File: src/rtl/uart_rx_fifo.sv
// UART 8N1 receiver feeding a first-word-fall-through receive FIFO.
// Define UART_RX_PARITY_EN to add an even-parity bit and the parity_err flag.
module uart_rx_fifo #(
    parameter int CLK_FREQ   = 16000000,
    parameter int BAUD       = 115200,
    parameter int FIFO_DEPTH = 4
) (
    input  logic       clk,
    input  logic       reset,
    input  logic       rx_uart,
    input  logic       rd_en,
    input  logic       clr_err,
    output logic [7:0] rx_data,
    output logic       rx_valid,
    output logic       frame_err,
    output logic       overrun,
`ifdef UART_RX_PARITY_EN
    output logic       parity_err,
`endif
    output logic       irq_rx
);
    localparam int CPB  = CLK_FREQ / BAUD;
    localparam int HALF = CPB / 2;
    localparam int CW   = $clog2(CPB);
    localparam int AW   = $clog2(FIFO_DEPTH);

    typedef enum logic [2:0] {
        S_IDLE,
        S_START,
        S_DATA,
        S_STOP,
        S_BRK
`ifdef UART_RX_PARITY_EN
        , S_PARITY
`endif
    } state_t;

    state_t          state_q, state_d;
    logic [CW-1:0]   cnt_q, cnt_d;
    logic [2:0]      idx_q, idx_d;
    logic [7:0]      shift_q, shift_d;
    logic [1:0]      sync_q, sync_d;
    logic [AW:0]     wr_q, wr_d, rd_q, rd_d;
    logic [7:0]      mem_q [FIFO_DEPTH];
    logic [7:0]      mem_d [FIFO_DEPTH];
    logic            fe_q, fe_d, ov_q, ov_d;
    logic            rx_s, push, fe_ev;
    logic            empty, full, do_pop, do_push, ov_ev;
`ifdef UART_RX_PARITY_EN
    logic            pe_q, pe_d, pe_ev;
`endif

    assign sync_d = {sync_q[0], rx_uart};
    assign rx_s   = sync_q[1];

    always_comb begin
        state_d = state_q;
        cnt_d   = cnt_q + 1'b1;
        idx_d   = idx_q;
        shift_d = shift_q;
        push    = 1'b0;
        fe_ev   = 1'b0;
`ifdef UART_RX_PARITY_EN
        pe_ev   = 1'b0;
`endif
        unique case (state_q)
            S_IDLE: begin
                cnt_d = '0;
                if (!rx_s) state_d = S_START;
            end
            S_START: begin
                if (cnt_q == CW'(HALF - 1)) begin
                    cnt_d = '0;
                    idx_d = 3'd0;
                    state_d = rx_s ? S_IDLE : S_DATA;
                end
            end
            S_DATA: begin
                if (cnt_q == CW'(CPB - 1)) begin
                    cnt_d   = '0;
                    shift_d = {rx_s, shift_q[7:1]};
                    idx_d   = idx_q + 3'd1;
                    if (idx_q == 3'd7) begin
`ifdef UART_RX_PARITY_EN
                        state_d = S_PARITY;
`else
                        state_d = S_STOP;
`endif
                    end
                end
            end
`ifdef UART_RX_PARITY_EN
            S_PARITY: begin
                if (cnt_q == CW'(CPB - 1)) begin
                    cnt_d   = '0;
                    pe_ev   = rx_s != (^shift_q);
                    state_d = S_STOP;
                end
            end
`endif
            S_STOP: begin
                if (cnt_q == CW'(CPB - 1)) begin
                    cnt_d   = '0;
                    push    = rx_s;
                    fe_ev   = !rx_s;
                    state_d = rx_s ? S_IDLE : S_BRK;
                end
            end
            S_BRK: begin
                cnt_d = '0;
                if (rx_s) state_d = S_IDLE;
            end
            default: begin
                cnt_d   = '0;
                state_d = S_IDLE;
            end
        endcase
    end

    // Extra pointer MSB separates full from empty when the indices match.
    assign empty   = wr_q == rd_q;
    assign full    = (wr_q[AW] != rd_q[AW]) &&
                     (wr_q[AW-1:0] == rd_q[AW-1:0]);
    assign do_pop  = rd_en && !empty;
    assign do_push = push && (!full || do_pop);
    assign ov_ev   = push && full && !do_pop;

    always_comb begin
        mem_d = mem_q;
        if (do_push) mem_d[wr_q[AW-1:0]] = shift_q;
        wr_d = wr_q + (AW + 1)'(do_push);
        rd_d = rd_q + (AW + 1)'(do_pop);
        fe_d = (fe_q && !clr_err) || fe_ev;
        ov_d = (ov_q && !clr_err) || ov_ev;
`ifdef UART_RX_PARITY_EN
        pe_d = (pe_q && !clr_err) || pe_ev;
`endif
    end

    always_ff @(posedge clk) begin
        mem_q <= mem_d;
        if (reset) begin
            state_q <= S_IDLE;
            cnt_q   <= '0;
            idx_q   <= '0;
            shift_q <= '0;
            sync_q  <= 2'b11;
            wr_q    <= '0;
            rd_q    <= '0;
            fe_q    <= 1'b0;
            ov_q    <= 1'b0;
`ifdef UART_RX_PARITY_EN
            pe_q    <= 1'b0;
`endif
        end else begin
            state_q <= state_d;
            cnt_q   <= cnt_d;
            idx_q   <= idx_d;
            shift_q <= shift_d;
            sync_q  <= sync_d;
            wr_q    <= wr_d;
            rd_q    <= rd_d;
            fe_q    <= fe_d;
            ov_q    <= ov_d;
`ifdef UART_RX_PARITY_EN
            pe_q    <= pe_d;
`endif
        end
    end

    assign rx_valid  = !empty;
    assign rx_data   = empty ? 8'h00 : mem_q[rd_q[AW-1:0]];
    assign frame_err = fe_q;
    assign overrun   = ov_q;
`ifdef UART_RX_PARITY_EN
    assign parity_err = pe_q;
    assign irq_rx     = rx_valid | fe_q | ov_q | pe_q;
`else
    assign irq_rx     = rx_valid | fe_q | ov_q;
`endif
endmodule

File: config.mk
export PLATFORM = sky130hd
export DESIGN_NAME = uart_rx_fifo
export DESIGN_NICKNAME = d
export VERILOG_FILES = /design/src/rtl/uart_rx_fifo.sv
export SDC_FILE = /design/constraint.sdc
export NUM_CORES = 1
export LEC_CHECK = 0
export ABC_CLOCK_PERIOD_IN_PS = 2500
export CORE_ASPECT_RATIO = 1.5
export CORE_MARGIN = 2
export CORE_UTILIZATION = 58
export DETAILED_ROUTE_END_ITERATION = 8
export GPL_TIMING_DRIVEN = 0
export HOLD_SLACK_MARGIN = 0.06
export PLACE_DENSITY = 0.78
export SLEW_MARGIN = 0
export SYNTH_ARGS = -nofsm -noshare
export SYNTH_HDL_FRONTEND = slang
export SYNTH_SLANG_ARGS = --single-unit
export TNS_END_PERCENT = 10
File: constraint.sdc
create_clock -name clk -period 2.5 [get_ports clk]
set_input_delay 0.25 -clock clk [delete_from_list [all_inputs] [get_ports clk]]
set_output_delay 0.25 -clock clk [all_outputs]
set_load 0.03 [all_outputs]
==> flow_metrics.tcl <==
set metrics [dict create \
    hold_path.class "input pin to flop" \
    io_buffers 15 \
    cts_sinks 64 \
    synth_area_um2 2778 \
    min_period_over_period_pct 89.65 \
    setup.worst_path.end "rx_data[2]" \
    n_fill_cell 350 \
    place_congestion 0.7812 \
    crit_arrival_ps 1990 \
    drt_iter0_drc 25 \
    crit_required_ps 2250 \
    finalSetupTns_ps 0 \
    core_um2 4579 \
    dr_wl_met3_um 109 \
    clkLatencyLatePin_ps 330 \
    wl_met1_mm 1.809 \
    antenna_found_initial 0 \
    cts-root-buf "clkbuf_8" \
    ys_warn_count 0 \
    path_clk_slew_ps 60 \
    hold_viol 0 \
    drc_errors 0 \
    dp_hpwl_mm 3.368 \
    slowest_delay_ps 350 \
    grt_max_degree 11 \
    worstMarginPinSlew_ps 473.4 \
    grt_pass1_vias 1739 \
    ant_nets 0 \
    vdd_ir_drop_max_v 0.0003416 \
    post-route-min-period_ps 2241 \
    wl_met2_mm 2.626 \
    cp_max_fo 9 \
    cp_cell_sequence "buf_6 -> xor2_2 -> nor3b_4 -> buf_4 -> and2b_1 -> dlygate4sd2_1" \
    max_freq_ghz 0.4462 \
    ys_seq_area_share_pct 57.66 \
    cp-end-kind "output pin" \
    final_net_count 248 \
    vias 1658 \
    grt_pass1_wl_mm 7.652 \
    fin_area_um2 3204 \
    drive_above_1_share_pct 18.49 \
    finish.utilization_pct 69.97 \
    r2r_cells 5 \
    numCtsBuffers 9 \
    die_x_um 60.51 \
    dieArea_um2 5370 \
    grt_overflow 0 \
    skew_ps 5.393 \
    avgSynthCellArea_um2 13.42 \
    path_class "flop to output pin" \
    regToRegEndpoint "mem_q[5]" \
    highest_layer "met4" \
    syn_inst 207 \
    io_pins 17 \
    slew_viol_final 0 \
    finalSetupViolCount 0 \
    critPathSlowestCell "dlygate4sd2_1" \
    cellLeakagePower_nw 1.306 \
    areaGrowthSynthToFinish_pct 15.36 \
    clockBufferDepth 2 \
    track_usage_pct 19.99 \
    wl_per_cell_um 15.31 \
    yosysUniqueCellTypes 44 \
    rsz0062_at_grt "no" \
    startpoint_type "flop" \
    maxCapViolCount 0 \
    viasPerCell 5.490 \
    chipHeight_um 88.76 \
    powerDensity_nw_per_um2 587.4 \
    row_count 30 \
    synth_nets 221 \
    placed_area_um2 3008 \
    status "finished clean" \
    cp-startpoint "rd_q[0]" \
    htree_num_levels 3 \
    drt_pre_antenna_iters 4 \
    diodes 0 \
    holdWs_ps 288.0 \
    reg2reg_from "cnt_q[0]" \
    cts_tree "done" \
    cts_hold_buffers 0 \
    slew_headroom_pct 68.41 \
    reg2reg_setup_slack_ps 330 \
    synth-seq-cells 64 \
    initial_core_util_pct 60.66 \
    drt-total-wl_mm 4.625 \
]
[Yosys cell counts, drive strengths merged]
cell type   n  area, um2
a211oi      1      7.510
a311oi      1      15.01
buf         5      42.53
o31ai       1      21.27
clkbuf      3      11.26
and3        3      20.02
and2        1      8.760
mux2        1      11.26
mux4        8      180.2
nor2b       6      37.54
nand4       1      6.260
dfxtp      32      640.6
xnor2       4      35.03
a21boi      3      26.27
edfxtp     32      960.9
and4bb      1      12.51
nor4b       1      23.77
o21ai       2      10.01
nor3b       6      65.06
ha          9      112.6
nor3        2      10.01
and2b       8      60.06
mux2i       8      80.08
nand2b      2      12.51
a21oi       7      35.03
nand2       1      3.750
or2         3      18.77
o211a       1      10.01
or3         1      6.260
nand3      12      60.06
and3b       4      35.03
nor2       19      71.32
inv         6      22.52
nand3b      1      7.510
xor2        8      70.07
and4b       1      13.76
nor4        2      12.51
[per-stage QoR]
step	cells	total power [mW]	worst slack, ps
3_3_place_gp	286	1.145	81.36
4_1_cts	302	1.901	3.146
6_report	302	1.882	258.6
2_1_floorplan	207	1.136	545.3
5_1_grt	302	1.947	153.1
3_5_place_dp	286	1.147	19.46
[per-layer routing]
layer  up-vias  global-route usage, %
li1        808                      -
met1       819                  20.54
met2        24                  37.15
met3         7                  4.825
met4         0                  8.893
met5         -                      0
[how the worst min path moves through the flow]
stage                   start  slack [ps]  cells after the start        end
finish                  reset         290                      2    rd_q[0]
global route            reset         300                      2    rd_q[0]
detailed placement  sync_q[0]         400                      1  sync_q[1]
global placement    sync_q[0]         390                      1  sync_q[1]
CTS                     reset         290                      2    rd_q[0]
floorplan             rx_uart         350                      1  sync_q[0]
[repair_timing]
item                       4_1_cts  5_1_grt
setup endpoints to repair       10        8
setup buffers                    1        0
pin swaps                        1        0
resized for setup                8        4
[cells by family (layout without fill, tap and decap cells)]
family	after synthesis	in the layout	share of synthesized area [%]
AO/OA/AOI/OAI	16	16	4.504
XOR/XNOR	12	12	3.784
AND/OR/NAND/NOR	75	75	17.48
adder cells (fa/ha/maj)	9	9	4.054
flip-flops	64	64	57.66
multiplexers	17	17	9.775
buffers and inverters	14	45	2.747
[layout make-up]
cell class / instances / area (um2) / area share [%]
Buffer: 8 / 53.80 / 1.679
Clock buffer: 12 / 155.1 / 4.842
Clock inverter: 3 / 17.52 / 0.5467
Inverter: 6 / 22.52 / 0.7029
Multi-Input combinational cell: 129 / 1120 / 34.95
Sequential cell: 64 / 1602 / 49.98
Tap cell: 64 / 80.08 / 2.499
Timing Repair Buffer: 16 / 153.9 / 4.803
[worst max-delay path, delay by kind of cell, from the launching register on]
family | cells | cell delay [ps]
xor gates and xnor gates | 1 | 200
DFF | 1 | 330
and+or+nand+nor | 2 | 440
buffers and inverters | 3 | 700
[state kept, by name, indices dropped and copies added, names as in the netlist]
name / cells
mem_q: 32
idx_q: 3
frame_err: 1
rd_q: 3
wr_q: 3
state_q: 3
sync_q: 2
cnt_q: 8
overrun: 1
shift_q: 8
[power breakdown]
| group | total [mW] | internal, mW | switching, mW |
|---|---|---|---|
| Combinational | 0.0278 | 0.0128 | 0.0150 |
| Sequential | 1.10 | 1.09 | 0.00280 |
| Clock | 0.758 | 0.405 | 0.353 |
| Total | 1.88 | 1.51 | 0.371 |
[cell usage in the layout (no fill, tap or decap), drive strengths merged, types with 4 or more instances in the layout]
master,count
and3b,4
nor2b,6
and2b,8
xnor2,4
dfxtp,32
edfxtp,32
clkdlybuf4s50,6
mux4,8
buf,6
inv,6
nand3,12
xor2,8
nor2,19
nor3b,6
ha,9
clkbuf,15
mux2i,8
a21oi,7
dlygate4sd2,7
No activity file was read; power rests on OpenSTA's default activity.
